**src/rtl/arb_burst_pkg.sv**
```systemverilog
// Shared helpers for the arbiter burst FIFO slice.
// Provides the burst length clamp used when a burst starts.
package arb_burst_pkg;

   // The burst length is clamped into the range 1..max_len.
   function automatic int unsigned clamp_len(
      input int unsigned len,
      input int unsigned max_len
   );
      if (len == 0) return 1;
      if (len > max_len) return max_len;
      return len;
   endfunction

endpackage

```
**src/rtl/arb_burst_ctr.sv**
```systemverilog
// Burst beat counter and round-robin lock for the arbiter burst FIFO.
// Ports: clk_i, rst_i, flush_i, push_i, idx_i, burst_len_i -> lock_rr_o, burst_err_o.
module arb_burst_ctr
   import arb_burst_pkg::*;
#(
   parameter int MaxBurst   = 8,
   parameter int IdxWidth   = 3,
   parameter int BurstWidth = 4
) (
   input  logic                  clk_i,
   input  logic                  rst_i,
   input  logic                  flush_i,
   input  logic                  push_i,
   input  logic [IdxWidth-1:0]   idx_i,
   input  logic [BurstWidth-1:0] burst_len_i,
   output logic                  lock_rr_o,
   output logic                  burst_err_o
);

   logic [BurstWidth-1:0] cnt_q;
   logic [BurstWidth-1:0] len_q;
   logic [IdxWidth-1:0]   burst_idx_q;
   logic                  lock_q;
   logic                  err_q;

   logic [BurstWidth-1:0] len_new;
   logic [BurstWidth-1:0] len_eff;
   logic [BurstWidth-1:0] cnt_inc;
   logic [BurstWidth-1:0] cnt_nxt;
   logic                  first_beat;

   always_comb begin
      first_beat = (cnt_q == '0);
      len_new    = BurstWidth'(clamp_len(32'(burst_len_i), MaxBurst));
      // The first beat compares against the length being latched now.
      len_eff    = first_beat ? len_new : len_q;
      cnt_inc    = cnt_q + 1'b1;
      cnt_nxt    = cnt_q;
      if (push_i) begin
         cnt_nxt = (cnt_inc == len_eff) ? '0 : cnt_inc;
      end
   end

   always_ff @(posedge clk_i) begin
      if (rst_i || flush_i) begin
         cnt_q       <= '0;
         len_q       <= '0;
         burst_idx_q <= '0;
         lock_q      <= 1'b0;
         err_q       <= 1'b0;
      end else begin
         cnt_q  <= cnt_nxt;
         // Lock is a register so the arbiter sees no input-to-output path.
         lock_q <= (cnt_nxt != '0);
         if (push_i && first_beat) begin
            len_q       <= len_new;
            burst_idx_q <= idx_i;
         end
         if (push_i && !first_beat && (idx_i != burst_idx_q)) begin
            err_q <= 1'b1;
         end
      end
   end

   assign lock_rr_o   = lock_q;
   assign burst_err_o = err_q;

endmodule

```
**src/rtl/arb_burst_fifo.sv**
```systemverilog
// Burst-aware output FIFO behind the locking round-robin arbiter tree.
// Ports: beat in (valid_i/ready_o/data_i/idx_i/burst_len_i), head out
// (valid_o/ready_i/data_o/idx_o), usage_o, lock_rr_o, burst_err_o, flush_i.
module arb_burst_fifo
   import arb_burst_pkg::*;
#(
   parameter int NumIn      = 7,
   parameter int DataWidth  = 45,
   parameter int Depth      = 4,
   parameter int MaxBurst   = 8,
   localparam int IdxWidth   = (NumIn > 1) ? $clog2(NumIn) : 1,
   localparam int BurstWidth = $clog2(MaxBurst + 1),
   localparam int PtrWidth   = $clog2(Depth),
   localparam int UsageWidth = $clog2(Depth) + 1
) (
   input  logic                  clk_i,
   input  logic                  rst_i,
   input  logic                  flush_i,
   input  logic [BurstWidth-1:0] burst_len_i,
   input  logic                  valid_i,
   output logic                  ready_o,
   input  logic [DataWidth-1:0]  data_i,
   input  logic [IdxWidth-1:0]   idx_i,
   output logic                  lock_rr_o,
   output logic                  valid_o,
   input  logic                  ready_i,
   output logic [DataWidth-1:0]  data_o,
   output logic [IdxWidth-1:0]   idx_o,
   output logic [UsageWidth-1:0] usage_o,
   output logic                  burst_err_o
);

   typedef struct packed {
      logic [DataWidth-1:0] data;
      logic [IdxWidth-1:0]  idx;
   } entry_t;

   entry_t                mem_q [Depth];
   logic [PtrWidth-1:0]   wr_ptr_q;
   logic [PtrWidth-1:0]   rd_ptr_q;
   logic [UsageWidth-1:0] usage_q;

   logic   full;
   logic   empty;
   logic   push;
   logic   pop;
   entry_t head;

   assign full  = (usage_q == UsageWidth'(Depth));
   assign empty = (usage_q == '0);

   // Readiness depends on this cycle's occupancy only, never on a pop.
   assign ready_o = !full && !rst_i && !flush_i;
   assign push    = valid_i && ready_o;
   assign pop     = !empty && ready_i && !rst_i && !flush_i;

   always_ff @(posedge clk_i) begin
      if (push) begin
         mem_q[wr_ptr_q] <= '{data: data_i, idx: idx_i};
      end
   end

   always_ff @(posedge clk_i) begin
      if (rst_i || flush_i) begin
         wr_ptr_q <= '0;
         rd_ptr_q <= '0;
         usage_q  <= '0;
      end else begin
         if (push) wr_ptr_q <= wr_ptr_q + 1'b1;
         if (pop)  rd_ptr_q <= rd_ptr_q + 1'b1;
         unique case ({push, pop})
            2'b10:   usage_q <= usage_q + 1'b1;
            2'b01:   usage_q <= usage_q - 1'b1;
            default: usage_q <= usage_q;
         endcase
      end
   end

   // Storage is not reset, so the head is masked to zero when empty.
   assign head    = mem_q[rd_ptr_q];
   assign valid_o = !empty;
   assign data_o  = valid_o ? head.data : '0;
   assign idx_o   = valid_o ? head.idx : '0;
   assign usage_o = usage_q;

   arb_burst_ctr #(
      .MaxBurst   (MaxBurst),
      .IdxWidth   (IdxWidth),
      .BurstWidth (BurstWidth)
   ) u_ctr (
      .clk_i       (clk_i),
      .rst_i       (rst_i),
      .flush_i     (flush_i),
      .push_i      (push),
      .idx_i       (idx_i),
      .burst_len_i (burst_len_i),
      .lock_rr_o   (lock_rr_o),
      .burst_err_o (burst_err_o)
   );

endmodule
```
**config.mk**
```make
export PLATFORM = sky130hd
export DESIGN_NAME = arb_burst_fifo
export DESIGN_NICKNAME = d
export VERILOG_FILES = /design/src/rtl/arb_burst_pkg.sv /design/src/rtl/arb_burst_ctr.sv /design/src/rtl/arb_burst_fifo.sv
export SDC_FILE = /design/constraint.sdc
export NUM_CORES = 1
export LEC_CHECK = 0
export ABC_AREA = 1
export CAP_MARGIN = 30
export CORE_MARGIN = 4
export CORE_UTILIZATION = 39
export DETAILED_ROUTE_END_ITERATION = 8
export GPL_ROUTABILITY_DRIVEN = 1
export PLACE_DENSITY = 0.61
export SETUP_SLACK_MARGIN = 0.2
export SKIP_LAST_GASP = 1
export SYNTH_ARGS = -nofsm -noshare
export SYNTH_HDL_FRONTEND = slang
export SYNTH_SLANG_ARGS = --single-unit
```
**constraint.sdc**
```tcl
create_clock -name clk_i -period 9.8 [get_ports clk_i]
set_clock_uncertainty 0.05 [all_clocks]
set_input_delay 2.94 -clock clk_i [delete_from_list [all_inputs] [get_ports clk_i]]
set_output_delay 2.94 -clock clk_i [all_outputs]
set_load 0.01 [all_outputs]
```
==> summary.md <==
| Metric | Value |
|---|---|
| Die area | `approximately 25000 sq um` |
| Final-stage net count | `a little over 900` |
| Net switching fraction of the power | `19.09%` |
| Path depth of the worst reg2reg path | `12` |
| Final slew viol count | `0` |
| Clock insertion delay at the later pin of the skew report | `a little under 0.5 ns` |
| Count of mapped cells out of synthesis | `about 750` |
| Clk sink count | `between 200 and 250` |
| Die width | `157.1 um` |
| Total leakage power | `around 3.7 nW` |
| Count of fill cells added during filler insertion | `between 1500 and 2000` |
| Flip-flop and latch count after synthesis | `approximately 210` |
| H-tree levels | `1` |
| Initial antenna violation count | `0` |
| Most instantiated flip-flop cell in the synthesis netlist | `edfxtp_1` |
| Area Growth Syn to Fin | `24.95%` |
| Clock Pin Slew Worst Setup and Hold Paths | `0.06 ns` |
| Routability congestion estimate | `between 0.7 and 0.8` |
| Synth area leaders | `edfxtp_1 (66%), nor2_1 (9.3%), o21ai_0 (6.2%)` |
| # rows | `54` |
| Crit path largest cell delay | `0.55 ns` |
| Number of nets in the synthesized netlist | `about 820` |
| Total clock buffers created by CTS | `23` |
| Number of gates resized after cts | `0` |
| Worst-path fanout max | `13` |
| Final hold viol count | `0` |
| Routed vias | `approximately 5600` |
| Share of the synthesized area in the top cell type | `66.48%` |
| Detailed-router iteration count before antenna repair | `4` |
| Share of synthesized flip-flops with an asynchronous set or reset | `0%` |
| Internal power component | `about 1.6 mW` |
| Total of endpoints with negative setup slack in the final report | `0` |
| Largest vdd supply drop | `just under 0.00009 V` |
| Syn avg cell area | `11.55 sq um` |
| Final min period | `7.514 ns` |
| Share of the yosys chip area belonging to registers | `a little under three quarters` |
| Worst hold slack after final layout | `approximately 0.41 ns` |
| Final Util | `about half` |
| Total power draw | `around 1.9 mW` |
| Post-synth top cells | `nor2_1 (215), edfxtp_1 (192), o21ai_0 (107), a21oi_1 (64), nand2_1 (36)` |
| Logic depth of the worst setup path including buffers | `5` |
| Routed wire length | `roughly 18 mm` |
| Cell with the largest stage delay on the worst path | `clkdlybuf4s50_1` |
| Floorplan core area | `around 22000 sq um` |
| Post-synthesis cell type count | `27` |
| DP Cell Count | `roughly 1100` |
| Initial standard-cell utilization of the core | `39.74%` |
| CTS root buffer | `clkbuf_16` |
| Final instance count without filler cells | `1153` |
| First-pass GRT wire length | `around 29 mm` |
| Buffers inserted during post-CTS setup optimization | `0` |
| Sort of element at the end of the critical path | `primary output` |
| Crit-path leading delay family | `buffers and inverters` |
| Remaining antenna violation count | `0` |
| Routed via count divided by cell count | `a little under 5` |
| Min-delay worst type | `reg2reg` |
| Half-perimeter wire length of the detailed placement result | `9.883 mm` |
| Fraction of power consumed by the clock network | `between 40% and 50%` |
| Final non-filler cell area | `10840 sq um` |
| Top cell type by total area after synthesis | `edfxtp_1` |
| Critical Path Source Type | `input pin` |
| Vias in the first global route | `around 5500` |
| Hold buffer count at cts | `0` |
| # DRC | `0` |
| Sequential cell area in the final layout | `between 6000 and 7000 sq um` |
| Area post-placement | `10090 sq um` |
| Total routing usage reported by global routing | `14.64%` |
| Setup repair after global routing missed its margin | `no` |
| FMAX | `133.1 MHz` |
| Number of primary I/O pins | `between 100 and 150` |
| Initial DRC count | `about 260` |
| Transition time at the pin with the least slew margin | `between 0.7 and 0.8 ns` |
| Total area of multi-input combinational cells | `2225 sq um` |
| Part of the total power dissipated in combinational logic | `around 3.8%` |
| Per-cell routed wire length | `~16 um` |
| Maximum number of pins on one net before global-route repair | `53` |
| WHS Path Cells | `2` |
| Number of max-cap violations | `0` |
| Sequential power share | `52.4%` |
| Number of diodes added for antenna fixing | `0` |
| Total negative slack for setup checks | `0 ns` |
| Post-route setup slack | `about 2.3 ns` |
| Cells along the critical path | `clkdlybuf4s50_1 > nor2_4 > inv_2 > nor2_4 > clkdlybuf4s50_1` |
| Worst EP arrival | `between 4 and 5 ns` |
| Height of the chip | `around 160 um` |
| Count of flip-flops with a built-in enable after synthesis | `approximately 190` |
| Mapped cell area | `8672 sq um` |
| Synth warn | `0` |
| Most frequent cell after synthesis | `nor2_1` |
| Path type of the worst setup path | `in2out` |
| Total power per unit cell area | `between 150 and 200 nW/um^2` |
| Switching power summed over all nets | `0.3661 mW` |
| Ratio of final minimum period to clock period | `around 77%` |
| Combined buffer and inverter count along the critical path | `3` |
| Fraction of final layout cells with drive strength greater than 1 | `8.591%` |
| Max-Slew Margin vs Limit | `around half` |
| Remaining global-route overflow | `0` |
| CTS max path bufs | `3` |
| Data required time at the worst endpoint | `about 7 ns` |
| Number of buffers inserted by port buffering | `approximately 110` |
| CTS tree | `done` |
| Worst slack at placement | `2.271 ns` |
| Outcome | `finished, final reports clean` |
metal layers:
metal / vias up / global-route usage, % / routed length [um]
met5: - / 0 / 0
met2: 122 / 25.67 / 8932
li1: 2819 / - / -
met1: 2668 / 19.00 / 8068
met4: 0 / 3.195 / 218
met3: 21 / 2.887 / 1087
path summary, 6_finish.rpt:
check                 start              to  slack, ns
max                   rst_i         ready_o       2.29
min          u_ctr.len_q[1]  u_ctr.len_q[1]       0.41
max reg2reg      usage_o[1]      usage_o[2]       7.40
min reg2reg  u_ctr.len_q[1]  u_ctr.len_q[1]       0.41
placed cells by master (no fill, tap or decap):
cell / Yosys / routed
a211oi_1: 1 / 1
a21oi_1: 64 / 64
buf_12: 0 / 1
buf_4: 0 / 8
bufinv_16: 0 / 2
clkbuf_1: 23 / 5
clkbuf_16: 0 / 24
clkbuf_8: 0 / 2
clkdlybuf4s50_1: 0 / 111
clkinv_1: 0 / 1
clkinv_2: 1 / 7
clkinvlp_4: 0 / 1
dfxtp_1: 22 / 20
dfxtp_2: 0 / 1
dfxtp_4: 0 / 1
edfxtp_1: 192 / 192
fa_1: 1 / 1
ha_1: 7 / 7
inv_1: 22 / 21
inv_2: 6 / 7
nand2_1: 36 / 36
nand2_2: 6 / 6
nand2_4: 2 / 2
nand3_1: 10 / 10
nand4_1: 4 / 4
nor2_1: 215 / 211
nor2_4: 5 / 9
nor3_1: 3 / 2
nor3_2: 1 / 2
o21ai_0: 107 / 107
o21ai_1: 1 / 1
o21ai_2: 1 / 1
o21bai_2: 1 / 1
xor2_1: 4 / 4
power groups by stage:
stage / Sequential [mW] / Combinational [mW] / Clock (mW)
after floorplan: 1.02 / 0.0268 / 0
after detailed placement: 1.02 / 0.0739 / 0
after global placement: 1.02 / 0.0728 / 0
after CTS: 1.00 / 0.0744 / 0.859
final: 1.00 / 0.0733 / 0.839
after global routing: 1.01 / 0.0809 / 0.899
state kept, by name (all words and copies together), names as in the netlist, named ones only:
signal,flops
u_ctr.len_q,4
rd_ptr_q,2
wr_ptr_q,2
usage_o,3
u_ctr.burst_idx_q,3
u_ctr.burst_err_o,1
u_ctr.cnt_q,4
u_ctr.lock_rr_o,1
mem_q,192
tightest hold or removal path: stages (launching register included):
cell	delay, ns
dfxtp_1	0.31
nand2_1	0.06
a21oi_1	0.05
cell families (layout without fill, tap and decap cells):
kind of cell             after synthesis  count (layout)  synth area share, %
AO/OA/AOI/OAI                        175             175                10.24
XOR/XNOR                               4               4               0.4039
adder cells (fa/ha/maj)                8               8                1.241
buffers and inverters                 68             190                3.189
flip-flops                           214             214                71.56
AND/OR/NAND/NOR                      282             282                13.36
area by class of cell:
type                       instances  share of cell area (%)
tap                              280                   3.233
timing repair buffer             120                   10.99
clock inverter                    10                  0.9353
inverter                          29                   1.016
sequential                       214                   57.32
multi-input combinational        469                   20.53
clock buffer                      31                   5.970
Note: power is estimated with default switching activity, not from simulation.
